<file path="src/rtl/seg_pkg.sv">
// Shared state encodings, seven-segment table and round-robin helper for the
// segment display arbiter.
package seg_pkg;

    typedef logic [0:0] arb_state_t;
    localparam arb_state_t ARB_IDLE  = 1'b0;
    localparam arb_state_t ARB_GRANT = 1'b1;

    // Segment order {g,f,e,d,c,b,a}; the decimal point is handled separately.
    localparam logic [6:0] SEG_HEX [16] = '{
        7'h3F, 7'h06, 7'h5B, 7'h4F, 7'h66, 7'h6D, 7'h7D, 7'h07,
        7'h7F, 7'h6F, 7'h77, 7'h7C, 7'h39, 7'h5E, 7'h79, 7'h71
    };

    localparam logic [3:0] DIGIT_ONEHOT [4] = '{4'b0001, 4'b0010, 4'b0100, 4'b1000};

    // First set bit of req at or above start (wrapping modulo n).
    function automatic logic [1:0] rr_pick(input logic [3:0] req,
                                           input logic [1:0] start,
                                           input int n);
        logic [1:0] pick;
        logic       found;
        int         idx;
        pick  = start;
        found = 1'b0;
        for (int i = 0; i < 4; i++) begin
            idx = (int'(start) + i) % n;
            if (i < n && !found && req[idx[1:0]]) begin
                pick  = idx[1:0];
                found = 1'b1;
            end
        end
        return pick;
    endfunction

endpackage

</file>
<file path="src/rtl/seg_scan_timer.sv">
// Digit-scan timebase: prescaler, digit index, slot tick and frame boundary.
// Counters stay at zero while not running or when a restart is requested.
module seg_scan_timer #(
    parameter int SCAN_DIV = 4096
) (
    input  logic       clk,
    input  logic       rst,
    input  logic       run,
    input  logic       restart,
    output logic [1:0] digit,
    output logic       tick,
    output logic       frame_bnd
);
    localparam int PW = $clog2(SCAN_DIV);

    logic [PW-1:0] presc;

    assign tick      = run && (presc == PW'(SCAN_DIV - 1));
    assign frame_bnd = tick && (digit == 2'd3);

    always_ff @(posedge clk or posedge rst) begin
        if (rst) begin
            presc <= '0;
            digit <= '0;
        end else if (!run || restart) begin
            presc <= '0;
            digit <= '0;
        end else if (tick) begin
            presc <= '0;
            digit <= digit + 2'd1;
        end else begin
            presc <= presc + PW'(1);
        end
    end

endmodule

</file>
<file path="src/rtl/seg_display_arbiter.sv">
// Round-robin owner of a 4-digit multiplexed seven-segment display; grants
// move only on scan-frame boundaries. Optional macro DP_OWNER_EN lights dp on the owner's digit.
//
//   state     | meaning
//   ARB_IDLE  | no owner, scan counters held, display blank
//   ARB_GRANT | owner scanning; arbitration re-evaluated at each frame boundary
module seg_display_arbiter
    import seg_pkg::*;
#(
    parameter int NUM_REQ      = 4,
    parameter int SCAN_DIV     = 4096,
    parameter int DWELL_FRAMES = 256
) (
    input  logic                   i_CLK,
    input  logic                   i_RST,
    input  logic [NUM_REQ-1:0]     i_req,
    input  logic [16*NUM_REQ-1:0]  i_data,
    output logic [NUM_REQ-1:0]     o_gnt,
    output logic [3:0]             o_drains,
    output logic [7:0]             o_leds,
    output logic                   o_frame
);
    localparam int DWW = (DWELL_FRAMES > 1) ? $clog2(DWELL_FRAMES) : 1;
    localparam logic [DWW-1:0] DWELL_MAX = DWW'(DWELL_FRAMES - 1);

    arb_state_t     state, state_n;
    logic [1:0]     owner, owner_n, ptr, ptr_n, owner_inc;
    logic [DWW-1:0] dwell, dwell_n;
    logic [1:0]     digit, digit_n;
    logic           tick, frame_bnd;
    logic           load, blank, frame_n;
    logic [3:0]     req4, others;
    logic [15:0]    data_arr [4];
    logic [15:0]    owner_data;
    logic [3:0]     nib;
    logic           dp;
    logic [NUM_REQ-1:0] gnt_n;

    assign req4 = 4'(i_req);

    for (genvar k = 0; k < 4; k++) begin : g_data
        if (k < NUM_REQ) begin : g_live
            assign data_arr[k] = i_data[16*k +: 16];
        end else begin : g_absent
            assign data_arr[k] = '0;
        end
    end

    seg_scan_timer #(.SCAN_DIV(SCAN_DIV)) u_timer (
        .clk       (i_CLK),
        .rst       (i_RST),
        .run       (state == ARB_GRANT),
        .restart   ((state == ARB_IDLE) && (|req4)),
        .digit     (digit),
        .tick      (tick),
        .frame_bnd (frame_bnd)
    );

    assign owner_inc = (owner == 2'(NUM_REQ - 1)) ? 2'd0 : owner + 2'd1;
    assign others    = req4 & ~(4'b0001 << owner);

    // From idle the search includes the pointer itself, so the first grant
    // after reset goes to requester 0 when it is asking.
    always_comb begin
        state_n = state;
        owner_n = owner;
        ptr_n   = ptr;
        dwell_n = dwell;
        digit_n = digit;
        load    = 1'b0;
        blank   = 1'b0;
        frame_n = 1'b0;
        case (state)
            ARB_IDLE: begin
                if (|req4) begin
                    state_n = ARB_GRANT;
                    owner_n = rr_pick(req4, ptr, NUM_REQ);
                    ptr_n   = owner_n;
                    dwell_n = '0;
                    digit_n = 2'd0;
                    load    = 1'b1;
                end
            end
            ARB_GRANT: begin
                if (tick) begin
                    load    = 1'b1;
                    digit_n = digit + 2'd1;
                end
                if (frame_bnd) begin
                    if (req4 == 4'b0000) begin
                        state_n = ARB_IDLE;
                        blank   = 1'b1;
                        dwell_n = '0;
                    end else begin
                        frame_n = 1'b1;
                        if (!req4[owner]) begin
                            owner_n = rr_pick(req4, owner_inc, NUM_REQ);
                            dwell_n = '0;
                        end else if (dwell == DWELL_MAX && others != 4'b0000) begin
                            owner_n = rr_pick(req4, owner_inc, NUM_REQ);
                            dwell_n = '0;
                        end else if (dwell != DWELL_MAX) begin
                            dwell_n = dwell + DWW'(1);
                        end
                        ptr_n = owner_n;
                    end
                end
            end
            default: state_n = ARB_IDLE;
        endcase
    end

    assign owner_data = data_arr[owner_n];
    assign nib        = owner_data[{digit_n, 2'b00} +: 4];
    assign gnt_n      = NUM_REQ'(4'b0001 << owner_n);

`ifdef DP_OWNER_EN
    assign dp = (digit_n == owner_n);
`else
    assign dp = 1'b0;
`endif

    always_ff @(posedge i_CLK or posedge i_RST) begin
        if (i_RST) begin
            state    <= ARB_IDLE;
            owner    <= '0;
            ptr      <= '0;
            dwell    <= '0;
            o_gnt    <= '0;
            o_drains <= '0;
            o_leds   <= '0;
            o_frame  <= 1'b0;
        end else begin
            state   <= state_n;
            owner   <= owner_n;
            ptr     <= ptr_n;
            dwell   <= dwell_n;
            o_frame <= frame_n;
            if (blank) begin
                o_gnt    <= '0;
                o_drains <= '0;
                o_leds   <= '0;
            end else if (load) begin
                o_gnt    <= gnt_n;
                o_drains <= DIGIT_ONEHOT[digit_n];
                o_leds   <= {dp, SEG_HEX[nib]};
            end
        end
    end

endmodule

</file>
<file path="config.mk">
export PLATFORM = sky130hd
export DESIGN_NAME = seg_display_arbiter
export DESIGN_NICKNAME = d
export VERILOG_FILES = /design/src/rtl/seg_pkg.sv /design/src/rtl/seg_scan_timer.sv /design/src/rtl/seg_display_arbiter.sv
export SDC_FILE = /design/constraint.sdc
export NUM_CORES = 1
export LEC_CHECK = 0
export BUFFER_PORTS_ARGS = -buffer_cell sky130_fd_sc_hd__buf_2
export CAP_MARGIN = 25
export CORE_ASPECT_RATIO = 1.4
export CORE_MARGIN = 2
export CORE_UTILIZATION = 54
export DETAILED_ROUTE_END_ITERATION = 7
export GPL_TIMING_DRIVEN = 1
export PLACE_DENSITY = 0.85
export SLEW_MARGIN = 5
export SYNTH_ARGS = -nofsm -noshare
export SYNTH_HDL_FRONTEND = slang
export SYNTH_HIERARCHICAL = 1
export SYNTH_SLANG_ARGS = --single-unit
</file>
<file path="constraint.sdc">
create_clock -name i_CLK -period 14.8 [get_ports i_CLK]
set_clock_uncertainty 0.2 [all_clocks]
set_input_delay 0 -clock i_CLK [delete_from_list [all_inputs] [get_ports i_CLK]]
set_output_delay 0 -clock i_CLK [all_outputs]
set_load 0.03 [all_outputs]
</file>
==> results.json <==
{
  "status": "finished clean",
  "fin_crit_sh_pct": 38.6,
  "start_util_pct": 55.5,
  "min_period_ns": 5.71,
  "power_density_nw_per_um2": 60.1,
  "via_per_inst": 6.28,
  "synth-edff-count": 0,
  "ys.flop_type": "dfrtp_1",
  "rows": 36,
  "drv_cap": 0,
  "grt_pass1_wl_um": 17300,
  "vdd_drop_max_v": 0.0000619,
  "syn2layout_area_growth_pct": 14.2,
  "place_hpwl_um": 7800,
  "ys_seq_area_share_pct": 28.1,
  "antenna_found_initial": 0,
  "cp_data_arrival_time_ns": 5.70,
  "regArea_um2": 1080,
  "critPathRequiredTime_ns": 14.80,
  "yosys_warnings": 6,
  "firstDrtPassIters": 5,
  "globalRouteOverflowTotal": 0,
  "synth_top_family_by_area": "compound AO/OA/AOI/OAI gates",
  "crit_type": "reg -> reg",
  "synthArstFlopShare_pct": 100,
  "synth_area_um2": 3820,
  "cp-start-kind": "flop",
  "synth_cell_types": 78,
  "globalplace.congestion": 0.904,
  "path_clk_slew_ns": 0.10,
  "yosys.area_share.simple_pct": 23.7,
  "relSlewSlack_pct": 25.7,
  "post-place-ws_ns": 9.23,
  "cts-buffers-inserted": 5,
  "slew_violations": 0,
  "core-area_um2": 6890,
  "rsz0062_at_grt": "false",
  "cts_buffer_depth": 2,
  "postCtsSetupRepairBufs": 0,
  "tns_ns": 0,
  "crit_fanout": 14,
  "ant_nets": 0,
  "worst_pin_slew_ns": 1.11,
  "cts_tree": "done",
  "n_antenna_cell": 0,
  "avgSynthCellArea_um2": 8.46,
  "dr_total_vias": 3865,
  "setup_viol": 0,
  "hp-class": "in -> async",
  "pin_count": 87,
  "synth_compound_area_share_pct": 26.6,
  "timing.fmax_mhz": 175,
  "wire_per_inst_um": 16.7,
  "grtUsageTotal_pct": 27.4,
  "syn_inst": 452,
  "drt_iter0_drc": 256,
  "cts_num_sinks": 43,
  "die_area_um2": 7780,
  "fillers": 558,
  "postCtsResizedCells": 0,
  "synthXorXnorAreaFrac_pct": 2.29,
  "hold_viol": 0,
  "worst_slack_ns": 9.09,
  "portBuffers": 85,
  "grt_pass1_vias": 3795,
  "p_leak_nw": 1.94,
  "nets": 600,
  "crit_path_end_kind": "flop",
  "synthAdderAreaFrac_pct": 3.60,
  "clk_latency_ns": 0.31,
  "layout-drive-gt1-share_pct": 25.2,
  "ys_ff_latch": 43,
  "chipHeight_um": 104,
  "grt_max_degree": 31,
  "drt_wl_total_um": 10300,
  "synthesis.nets": 533,
  "cts-root-buf": "clkbuf_8",
  "drc_errors": 0,
  "synthMuxAreaShare_pct": 9.03,
  "die_w_um": 75.1,
  "multiInputGateArea_um2": 2500,
  "htree_levels": 2
}
[per-stage QoR]
stage	total power, mW	instance area, µm²	utilization [%]	instances	hold WS (ns)
global route	0.271	4370	63.4	615	0.112
global placement	0.164	4240	61.5	606	-0.129
detailed placement	0.165	4240	61.5	606	-0.117
CTS	0.263	4370	63.4	615	0.0612
floorplan	0.149	3820	-	452	-0.311
finish	0.262	4370	63.4	615	0.0680
[Yosys cell counts, types with 6 or more instances]
cell type	n	area, µm²
mux2_2	8	90.1
inv_1	24	90.1
mux2i_1	21	210
o22ai_1	9	56.3
nor2_1	27	101
buf_2	6	30.0
o21ai_0	17	85.1
o211ai_1	8	60.1
nand3_1	20	100
ha_1	11	138
nor3_1	8	40.0
dfrtp_1	43	1080
a32o_1	6	60.1
nand2b_1	14	87.6
clkbuf_1	11	41.3
a31oi_1	7	43.8
nand2_1	41	154
a211oi_1	7	52.6
a21oi_1	33	165
[critical path, stage by stage (launching register included)]
cell and delay (ns):
dfrtp_1 0.40, ha_1 0.27, nand3_4 0.16, nor4_4 0.73, and2_1 0.46, nand2b_1 0.31, nor2b_1 0.22, or2_2 0.18
o211ai_1 0.31, inv_1 0.30, nor2_1 0.11, a2bb2oi_1 0.15, nor4b_2 0.90, ha_1 0.39, mux2_2 0.26, o221ai_1 0.16
nand2_1 0.08
[cell type report]
| cell class | instances | share of cell area (%) |
|---|---|---|
| multi-input cells | 354 | 57.3 |
| flip-flops and latches | 43 | 24.6 |
| repair buffers | 88 | 10.3 |
| well taps | 95 | 2.72 |
| inverters | 27 | 2.32 |
| clock buffers | 5 | 1.58 |
| clock inverters | 3 | 1.09 |
[sequential cells by signal, indices dropped and copies added (netlist names)]
signal         cells
u_timer/presc     12
dwell              8
state              1
o_drains           4
ptr                2
owner              2
o_leds             7
o_gnt              4
u_timer/digit      2
o_frame            1
[final timing paths]
check                            startpoint           endpoint  slack, ns  cells past startpoint
min in group i_CLK                 i_req[3]              state       0.07                      4
min                                   i_RST   u_timer/digit[1]       0.07                      3
max reg2reg                u_timer/presc[0]          o_leds[1]       9.09                     16
max                        u_timer/presc[0]          o_leds[1]       9.09                     16
max in group asynchronous             i_RST  u_timer/presc[11]      13.97                      3
min reg2reg                       o_leds[5]          o_leds[5]       0.29                      2
[per-layer routing]
| metal | GRT usage, % | wire, µm | vias up |
|---|---|---|---|
| met5 | 0 | 0 | - |
| met1 | 34.2 | 4060 | 1844 |
| met3 | 4.38 | 620 | 35 |
| li1 | - | - | 1815 |
| met2 | 45.8 | 5280 | 171 |
| met4 | 11.4 | 310 | 0 |
[cells by family after synthesis]
logic type | Yosys count
adder cells (fa/ha/maj) | 11
AND/OR/NAND/NOR | 160
AO/OA/AOI/OAI | 141
XOR/XNOR | 10
buffers and inverters | 55
multiplexers | 31
other | 1
flip-flops | 43
[where the power goes]
group	switching (mW)	internal, mW	total (mW)	leakage, nW
Clock	0.0474	0.0513	0.0986	0.0587
Sequential	0.00153	0.119	0.121	0.545
Combinational	0.0247	0.0185	0.0432	1.33
[cell usage in the layout (no fill, tap or decap), drive strengths merged, types with 5 or more instances in the layout]
cell and count:
buf 87, dfrtp 43, nand2 41, a21oi 35
nor2 29, inv 28, mux2i 21, nand3 21
o21ai 18, nand2b 14, ha 11, nor3 10
o22ai 9, mux2 8, o211ai 8, a211oi 8
a31oi 7, a32o 7, nand4 6, and3 5
xor2 5, xnor2 5, nor2b 5, o31ai 5
or3 5, clkbuf 5
[what timing repair did]
action                                  in CTS  in global routing
endpoints found under the hold margin       43                  0
hold buffers                                 1                  0
endpoints found under the setup margin       0                  0
Note: power is estimated with default switching activity, not from simulation.
